==> src/rtl/nand_bus_sequencer_if.sv <==
// Request/response and flash pin bundle between the NAND controller side and the bus sequencer.
interface nand_bus_sequencer_if;
  logic       op_valid;
  logic       op_ready;
  logic [2:0] op_code;
  logic [7:0] op_data;
  logic       ce_en;
  logic       wp_release;
  logic [7:0] rd_data;
  logic       rd_valid;
  logic       rb_timeout;
  logic       busy;
  logic       F_nRB;
  logic       F_nCE;
  logic       F_CLE;
  logic       F_ALE;
  logic       F_nWE;
  logic       F_nRE;
  logic       F_nWP;
  logic [7:0] io_out;
  logic       io_oe;
  logic [7:0] io_in;

  // master: controller plus flash pins feeding the sequencer; slave: the sequencer itself
  modport master (
    output op_valid, op_code, op_data, ce_en, wp_release, F_nRB, io_in,
    input  op_ready, rd_data, rd_valid, rb_timeout, busy,
           F_nCE, F_CLE, F_ALE, F_nWE, F_nRE, F_nWP, io_out, io_oe
  );
  modport slave (
    input  op_valid, op_code, op_data, ce_en, wp_release, F_nRB, io_in,
    output op_ready, rd_data, rd_valid, rb_timeout, busy,
           F_nCE, F_CLE, F_ALE, F_nWE, F_nRE, F_nWP, io_out, io_oe
  );
endinterface

==> src/rtl/nand_bus_sequencer.sv <==
// Byte-level NAND bus sequencer: one op at a time, programmable setup/pulse/hold timing,
// read capture for the RX FIFO and ready/busy supervision with timeout.
module nand_bus_sequencer #(
  parameter int T_SETUP = 2,
  parameter int T_PULSE = 3,
  parameter int T_HOLD  = 2,
  parameter int T_WB    = 4,
  parameter int TIMEOUT = 1000000,
  parameter int CNT_W   = 8,
  parameter int TO_W    = 20
) (
  input logic             clk,
  input logic             reset,
  nand_bus_sequencer_if.slave bus
);
  typedef enum logic [2:0] {S_IDLE, S_SETUP, S_STROBE, S_HOLD, S_WB, S_WAIT_RB} state_t;

  localparam logic [2:0] OP_CMD  = 3'd0;
  localparam logic [2:0] OP_ADDR = 3'd1;
  localparam logic [2:0] OP_READ = 3'd3;
  localparam logic [2:0] OP_WAIT = 3'd4;

  localparam logic [CNT_W-1:0] C_SETUP = CNT_W'(T_SETUP - 1);
  localparam logic [CNT_W-1:0] C_PULSE = CNT_W'(T_PULSE - 1);
  localparam logic [CNT_W-1:0] C_HOLD  = CNT_W'(T_HOLD - 1);
  localparam logic [CNT_W-1:0] C_WB    = CNT_W'(T_WB - 1);
  localparam logic [TO_W-1:0]  TO_LAST = TO_W'(TIMEOUT - 1);

  state_t           r_state;
  logic [CNT_W-1:0] r_cnt;
  logic [TO_W-1:0]  r_to;
  logic [2:0]       r_op;
  logic [1:0]       r_rb_sync;
  logic             r_op_ready, r_busy, r_rd_valid, r_rb_timeout;
  logic [7:0]       r_rd_data, r_io_out;
  logic             r_nce, r_cle, r_ale, r_nwe, r_nre, r_nwp, r_io_oe;

  logic w_accept, w_go, w_rb_s;
  assign w_accept = bus.op_valid & r_op_ready;
  assign w_go     = w_accept & (bus.op_code <= OP_WAIT);
  assign w_rb_s   = r_rb_sync[1];

  always_ff @(posedge clk or posedge reset) begin
    if (reset) begin
      r_state      <= S_IDLE;
      r_cnt        <= '0;
      r_to         <= '0;
      r_op         <= '0;
      r_rb_sync    <= 2'b11;
      r_op_ready   <= 1'b1;
      r_busy       <= 1'b0;
      r_rd_valid   <= 1'b0;
      r_rb_timeout <= 1'b0;
      r_rd_data    <= '0;
      r_io_out     <= '0;
      r_nce        <= 1'b1;
      r_cle        <= 1'b0;
      r_ale        <= 1'b0;
      r_nwe        <= 1'b1;
      r_nre        <= 1'b1;
      r_nwp        <= 1'b0;
      r_io_oe      <= 1'b0;
    end else begin
      r_rb_sync    <= {r_rb_sync[0], bus.F_nRB};
      r_nwp        <= bus.wp_release;
      // Including the accept term keeps nCE low across the op_ready cycle of back-to-back ops
      r_nce        <= ~(bus.ce_en | (r_state != S_IDLE) | w_go);
      r_rd_valid   <= 1'b0;
      r_rb_timeout <= 1'b0;
      case (r_state)
        S_IDLE: begin
          if (w_go) begin
            r_op       <= bus.op_code;
            r_op_ready <= 1'b0;
            r_busy     <= 1'b1;
            if (bus.op_code == OP_WAIT) begin
              r_state <= S_WB;
              r_cnt   <= C_WB;
              r_to    <= TO_W'(1);
            end else begin
              r_state <= S_SETUP;
              r_cnt   <= C_SETUP;
              r_cle   <= (bus.op_code == OP_CMD);
              r_ale   <= (bus.op_code == OP_ADDR);
              r_io_oe <= (bus.op_code != OP_READ);
              if (bus.op_code != OP_READ) r_io_out <= bus.op_data;
            end
          end
        end
        S_SETUP: begin
          if (r_cnt == '0) begin
            r_state <= S_STROBE;
            r_cnt   <= C_PULSE;
            if (r_op == OP_READ) r_nre <= 1'b0;
            else                 r_nwe <= 1'b0;
          end else r_cnt <= r_cnt - 1'b1;
        end
        S_STROBE: begin
          if (r_cnt == '0) begin
            r_state <= S_HOLD;
            r_cnt   <= C_HOLD;
            r_nwe   <= 1'b1;
            r_nre   <= 1'b1;
            if (r_op == OP_READ) begin
              r_rd_data  <= bus.io_in;
              r_rd_valid <= 1'b1;
            end
          end else r_cnt <= r_cnt - 1'b1;
        end
        S_HOLD: begin
          if (r_cnt == '0) begin
            r_state    <= S_IDLE;
            r_cle      <= 1'b0;
            r_ale      <= 1'b0;
            r_io_oe    <= 1'b0;
            r_op_ready <= 1'b1;
            r_busy     <= 1'b0;
          end else r_cnt <= r_cnt - 1'b1;
        end
        S_WB, S_WAIT_RB: begin
          r_to <= r_to + 1'b1;
          // Ready is tested first so a coincident timeout is suppressed
          if (r_state == S_WAIT_RB && w_rb_s) begin
            r_state    <= S_IDLE;
            r_op_ready <= 1'b1;
            r_busy     <= 1'b0;
          end else if (r_to == TO_LAST) begin
            r_state      <= S_IDLE;
            r_op_ready   <= 1'b1;
            r_busy       <= 1'b0;
            r_rb_timeout <= 1'b1;
          end else if (r_state == S_WB) begin
            if (r_cnt == '0) r_state <= S_WAIT_RB;
            else             r_cnt   <= r_cnt - 1'b1;
          end
        end
        default: r_state <= S_IDLE;
      endcase
    end
  end

  assign bus.op_ready   = r_op_ready;
  assign bus.busy       = r_busy;
  assign bus.rd_data    = r_rd_data;
  assign bus.rd_valid   = r_rd_valid;
  assign bus.rb_timeout = r_rb_timeout;
  assign bus.F_nCE      = r_nce;
  assign bus.F_CLE      = r_cle;
  assign bus.F_ALE      = r_ale;
  assign bus.F_nWE      = r_nwe;
  assign bus.F_nRE      = r_nre;
  assign bus.F_nWP      = r_nwp;
  assign bus.io_out     = r_io_out;
  assign bus.io_oe      = r_io_oe;
endmodule

==> src/flat_wrapper.sv <==
// flat-port wrapper written by rule: the top's interface ports become plain ports
module nand_bus_sequencer_flat 
#(
  parameter int T_SETUP = 2,
  parameter int T_PULSE = 3,
  parameter int T_HOLD  = 2,
  parameter int T_WB    = 4,
  parameter int TIMEOUT = 1000000,
  parameter int CNT_W   = 8,
  parameter int TO_W    = 20
)
  (clk, reset, bus_op_valid, bus_op_code, bus_op_data, bus_ce_en, bus_wp_release, bus_F_nRB, bus_io_in, bus_op_ready, bus_rd_data, bus_rd_valid, bus_rb_timeout, bus_busy, bus_F_nCE, bus_F_CLE, bus_F_ALE, bus_F_nWE, bus_F_nRE, bus_F_nWP, bus_io_out, bus_io_oe);
  nand_bus_sequencer_if bus_i ();
  input logic clk;
  input logic reset;
  input wire logic [$bits(bus_i.op_valid)-1:0] bus_op_valid;
  input wire logic [$bits(bus_i.op_code)-1:0] bus_op_code;
  input wire logic [$bits(bus_i.op_data)-1:0] bus_op_data;
  input wire logic [$bits(bus_i.ce_en)-1:0] bus_ce_en;
  input wire logic [$bits(bus_i.wp_release)-1:0] bus_wp_release;
  input wire logic [$bits(bus_i.F_nRB)-1:0] bus_F_nRB;
  input wire logic [$bits(bus_i.io_in)-1:0] bus_io_in;
  output wire logic [$bits(bus_i.op_ready)-1:0] bus_op_ready;
  output wire logic [$bits(bus_i.rd_data)-1:0] bus_rd_data;
  output wire logic [$bits(bus_i.rd_valid)-1:0] bus_rd_valid;
  output wire logic [$bits(bus_i.rb_timeout)-1:0] bus_rb_timeout;
  output wire logic [$bits(bus_i.busy)-1:0] bus_busy;
  output wire logic [$bits(bus_i.F_nCE)-1:0] bus_F_nCE;
  output wire logic [$bits(bus_i.F_CLE)-1:0] bus_F_CLE;
  output wire logic [$bits(bus_i.F_ALE)-1:0] bus_F_ALE;
  output wire logic [$bits(bus_i.F_nWE)-1:0] bus_F_nWE;
  output wire logic [$bits(bus_i.F_nRE)-1:0] bus_F_nRE;
  output wire logic [$bits(bus_i.F_nWP)-1:0] bus_F_nWP;
  output wire logic [$bits(bus_i.io_out)-1:0] bus_io_out;
  output wire logic [$bits(bus_i.io_oe)-1:0] bus_io_oe;
  assign bus_i.op_valid = bus_op_valid;
  assign bus_i.op_code = bus_op_code;
  assign bus_i.op_data = bus_op_data;
  assign bus_i.ce_en = bus_ce_en;
  assign bus_i.wp_release = bus_wp_release;
  assign bus_i.F_nRB = bus_F_nRB;
  assign bus_i.io_in = bus_io_in;
  assign bus_op_ready = bus_i.op_ready;
  assign bus_rd_data = bus_i.rd_data;
  assign bus_rd_valid = bus_i.rd_valid;
  assign bus_rb_timeout = bus_i.rb_timeout;
  assign bus_busy = bus_i.busy;
  assign bus_F_nCE = bus_i.F_nCE;
  assign bus_F_CLE = bus_i.F_CLE;
  assign bus_F_ALE = bus_i.F_ALE;
  assign bus_F_nWE = bus_i.F_nWE;
  assign bus_F_nRE = bus_i.F_nRE;
  assign bus_F_nWP = bus_i.F_nWP;
  assign bus_io_out = bus_i.io_out;
  assign bus_io_oe = bus_i.io_oe;
  nand_bus_sequencer #(.T_SETUP(T_SETUP), .T_PULSE(T_PULSE), .T_HOLD(T_HOLD), .T_WB(T_WB), .TIMEOUT(TIMEOUT), .CNT_W(CNT_W), .TO_W(TO_W)) u_core (.clk(clk), .reset(reset), .bus(bus_i));
endmodule
==> config.mk <==
export PLATFORM = sky130hd
export DESIGN_NAME = nand_bus_sequencer_flat
export DESIGN_NICKNAME = d
export VERILOG_FILES = /design/src/rtl/nand_bus_sequencer_if.sv /design/src/rtl/nand_bus_sequencer.sv /design/src/flat_wrapper.sv
export SDC_FILE = /design/constraint.sdc
export NUM_CORES = 1
export LEC_CHECK = 0
export ABC_CLOCK_PERIOD_IN_PS = 2150
export BUFFER_PORTS_ARGS = -buffer_cell sky130_fd_sc_hd__buf_2
export CELL_PAD_IN_SITES_DETAIL_PLACEMENT = 0
export CELL_PAD_IN_SITES_GLOBAL_PLACEMENT = 2
export CORE_UTILIZATION = 32
export CTS_CLUSTER_DIAMETER = 200
export DETAILED_ROUTE_END_ITERATION = 6
export GPL_TIMING_DRIVEN = 0
export PLACE_DENSITY_LB_ADDON = 0.08
export SYNTH_ARGS = -nofsm -noshare
export SYNTH_HDL_FRONTEND = slang
export SYNTH_SLANG_ARGS = --single-unit
==> constraint.sdc <==
create_clock -name clk -period 2.15 [get_ports clk]
set_input_delay 0.43 -clock clk [delete_from_list [all_inputs] [get_ports clk]]
set_output_delay 0.43 -clock clk [all_outputs]
set_load 0.1 [all_outputs]
==> impl_metrics.ini <==
[outcome]
run_status = finished with violations
violations = setup timing

[synthesis]
synth_ff_type = sky130_fd_sc_hd__dfrtp_1
post-synth-top-area-cell = sky130_fd_sc_hd__dfrtp_1
synth-edff-count = 0
yosysMostFrequentCell = sky130_fd_sc_hd__dfrtp_1
ys_top_cells_by_area = sky130_fd_sc_hd__dfrtp_1 (47%), sky130_fd_sc_hd__mux2_2 (7.0%), sky130_fd_sc_hd__o21ai_0 (5.9%)
synth-warning-count = 0
synth_commonest_cells = sky130_fd_sc_hd__dfrtp_1 (57), sky130_fd_sc_hd__o21ai_0 (36), sky130_fd_sc_hd__nand2_1 (23)
yosys_register_bits = 63
yosysTopAreaCellShare_pct = 46.64
synth_area_per_cell_um2 = 10.03
synth_fp_nets = 332
synth_cell_type_count = 50
asyncSetResetFlopFracSynth_pct = 100.0
synth_sequential_area_ratio_pct = 51.80
number_of_instances_in_the_synthesized_netlist = 305
syn_area_um2 = 3058

[pwr]
powerDensity_nw_per_um2 = 1269
p_leak_nw = 1.813
vdd_ir_drop_max_mv = 1.022

[grt]
antenna_violations_before_repair = 0
globalRouteTotalUtil_pct = 16.75
grt-ovfl-total = 0
grt_pass1_vias = 2491
grt_first_pass_wirelength_um = 12850
grt_start_max_net_pins = 64

[sta]
fin_crit_sh_pct = 100.8
setup-violations-final = 8
finalMaxSlewViolations = 0
timing_hold_violations_final = 0
worst-slew-pin-transition_ns = 0.8042
grt_setup_unrepaired = yes
relative_slew_margins_pct = 46.39
max_freq_mhz = 461.5
post-route-min-period_ns = 2.167
setup_slack_ns = -0.01692
finClkSkew_ns = 0.007985

[min_path]
worstHoldStart = bus_F_nRB
min_delay_endpoint = u_core.r_rb_sync[0]$_DFF_PP1_
worstHoldPathCells = 1
worst_hold_check_path_type = in2reg

[routing]
drt-pass1-iter-count = 4
wire_per_inst_um = 14.99
drt-initial-drc-count = 121
detailroute.via_count = 2615
vias_per_cell = 5.068
antenna_left = 0
route.detailed.drc = 0
drt_wl_total_um = 7734

[clocking]
ctsHtreeMaxLevel = 3
clock_path_buffers = 2
clk_latency_ns = 0.33
cts_buffers = 9
ctsRootBufferMaster = sky130_fd_sc_hd__clkbuf_8
postCtsHoldBufs = 0
clkSinkCount = 63
clk_transition_reported_paths_ns = 0.06
cts_tree = built

[floorplan]
floorplan.die.height_um = 99.76
floorplan.die_area_um2 = 9951
placement_rows = 35
start_util_pct = 33.09
io_pins = 52
die_width_um = 99.76
placeableCoreArea_um2 = 9240

[cells_and_area]
layoutNonFillerInstCount = 516
seq_area_um2 = 1588
multiInputGateArea_um2 = 1489
finalNetCount = 410
area.growth.synth_to_final_pct = 28.27
layout.filler_cells = 936
drive_above_1_share_pct = 34.11
insertedDiodeCount = 0

[setup_path]
critical_path.endpoint_type = flip-flop
critical_register_to_register_path_startpoint = u_core.r_cnt[4]$_DFFE_PP0P_
worstSetupPathType = reg2reg
ff2ff_path_depth = 6
arrival_time_at_the_worst_endpoint_ns = 2.38
worst_setup_path_start_kind = flip-flop
critical_path_required_ns = 2.36
path_max_fanout = 8
r2r_end = u_core.bus.rd_data[7]$_DFFE_PP0P_
ff2ff_setup_slack_ns = -0.02

[placement]
preCtsSetupSlack_ns = -0.3667
numPlacedInstances = 485
io_buffers = 51
dp_hpwl_um = 5116
place_congestion = 0.7407

[run]
cap_viol_max_count = 0
## power breakdown
group          leakage (nW)  total [W]  internal [W]  switching, W
sequential            0.805    0.00179       0.00154      0.000256
clock                0.0865   0.000917      0.000476      0.000441
combinational         0.922    0.00227      0.000678       0.00159
total                  1.81    0.00498       0.00269       0.00229
## sequential cells by signal, indices dropped and copies added (netlist names)
name                   flops
u_core.bus.F_ALE           1
u_core.bus.F_CLE           1
u_core.bus.F_nCE           1
u_core.bus.F_nRE           1
u_core.bus.F_nWE           1
u_core.bus.F_nWP           1
u_core.bus.busy            1
u_core.bus.io_oe           1
u_core.bus.io_out          8
u_core.bus.op_ready        1
u_core.bus.rb_timeout      1
u_core.bus.rd_data         8
u_core.bus.rd_valid        1
u_core.r_cnt               8
u_core.r_op                3
u_core.r_rb_sync           2
u_core.r_state             3
u_core.r_to               20
## through the flow
step / total power [W] / setup TNS [ns] / instance area (um^2) / utilization [%] / hold slack, ns
after floorplan: 0.003424 / -0.6939 / 3082 / - / 0.3452
after global placement: 0.003813 / -49.34 / 3498 / 37.86 / 0.3485
after detailed placement: 0.003838 / -3.759 / 3501 / 37.89 / 0.3499
after CTS: 0.004897 / -1.029 / 3804 / 41.16 / 0.1845
after global routing: 0.005293 / -0.9669 / 3923 / 42.45 / 0.1807
final: 0.004976 / -0.06740 / 3923 / 42.45 / 0.2016
## cells by family after synthesis
| kind of cell | Yosys count | synth area share [%] |
|---|---|---|
| buf+inv | 24 | 3.232 |
| compound gates | 79 | 15.26 |
| xor+xnor | 6 | 1.718 |
| fa+ha+maj | 2 | 0.8182 |
| mux | 19 | 6.997 |
| simple gates | 112 | 20.17 |
| flops | 63 | 51.80 |
## how the worst max path moves through the flow
stage / cells past startpoint / startpoint / slack, ns / endpoint
after detailed placement: 7 / u_core.r_cnt[0]$_DFFE_PP0P_ / -0.37 / u_core.bus.rd_data[7]$_DFFE_PP0P_
after global placement: 2 / reset / -0.79 / u_core.bus.io_out[4]$_DFFE_PP0P_
after global routing: 6 / u_core.r_cnt[4]$_DFFE_PP0P_ / -0.1 / u_core.bus.rd_data[7]$_DFFE_PP0P_
final: 6 / u_core.r_cnt[4]$_DFFE_PP0P_ / -0.02 / u_core.bus.rd_data[7]$_DFFE_PP0P_
after floorplan: 7 / u_core.r_cnt[0]$_DFFE_PP0P_ / -0.11 / u_core.bus.rd_data[0]$_DFFE_PP0P_
after CTS: 8 / u_core.r_cnt[0]$_DFFE_PP0P_ / -0.13 / u_core.bus.rd_data[7]$_DFFE_PP0P_
## layout by cell type, fill, tap and decap left out, drive strengths merged, types with 3 or more instances in the layout
cell    netlist  routed
a21oi        15      15
a31oi         9       9
and3         11      11
buf           4      73
clkbuf       11      23
dfrtp        57      57
dfstp         6       6
inv           9       9
mux2         19      19
nand2        23      23
nand2b        3       3
nand3         9       9
nand4         8       8
nor2         22      22
nor2b         3       3
nor3          5       5
nor3b         3       3
nor4          3       3
nor4b         3       3
o21ai        36      36
or3           7       7
or4           4       4
xor2          6       6
## layer usage
layer / wire [um] / global-route usage (%) / vias up
met5: 0 / 0 / -
met3: 324 / 3.654 / 10
met4: 108 / 7.919 / 0
met2: 3296 / 24.35 / 59
met1: 4004 / 23.60 / 1278
li1: - / - / 1268
## critical path, stage by stage, from the launching register on
cell                      delay, ns
sky130_fd_sc_hd__dfrtp_1       0.38
sky130_fd_sc_hd__or4_4         0.59
sky130_fd_sc_hd__or2_4         0.30
sky130_fd_sc_hd__buf_8         0.13
sky130_fd_sc_hd__nor4_4        0.18
sky130_fd_sc_hd__buf_12        0.18
sky130_fd_sc_hd__mux2_4        0.30
## timing repair
action / 4_1_cts / 5_1_grt
cloned: 1 / 0
setup endpoints to repair: 17 / 45
gates resized for setup: 14 / 21
endpoints found under the hold margin: 0 / 0
pin swaps: 8 / 8
buffers inserted: 9 / 8
## area by class of cell
cell class | count | share of cell area (%)
flip-flops and latches | 63 | 40.48
multi-input cells | 218 | 37.96
repair buffers | 69 | 10.56
clock buffers | 14 | 4.147
well taps | 129 | 4.115
plain buffers | 13 | 1.691
inverters | 9 | 0.9250
clock inverters | 1 | 0.1276
Power figures use the tool's default switching activity.
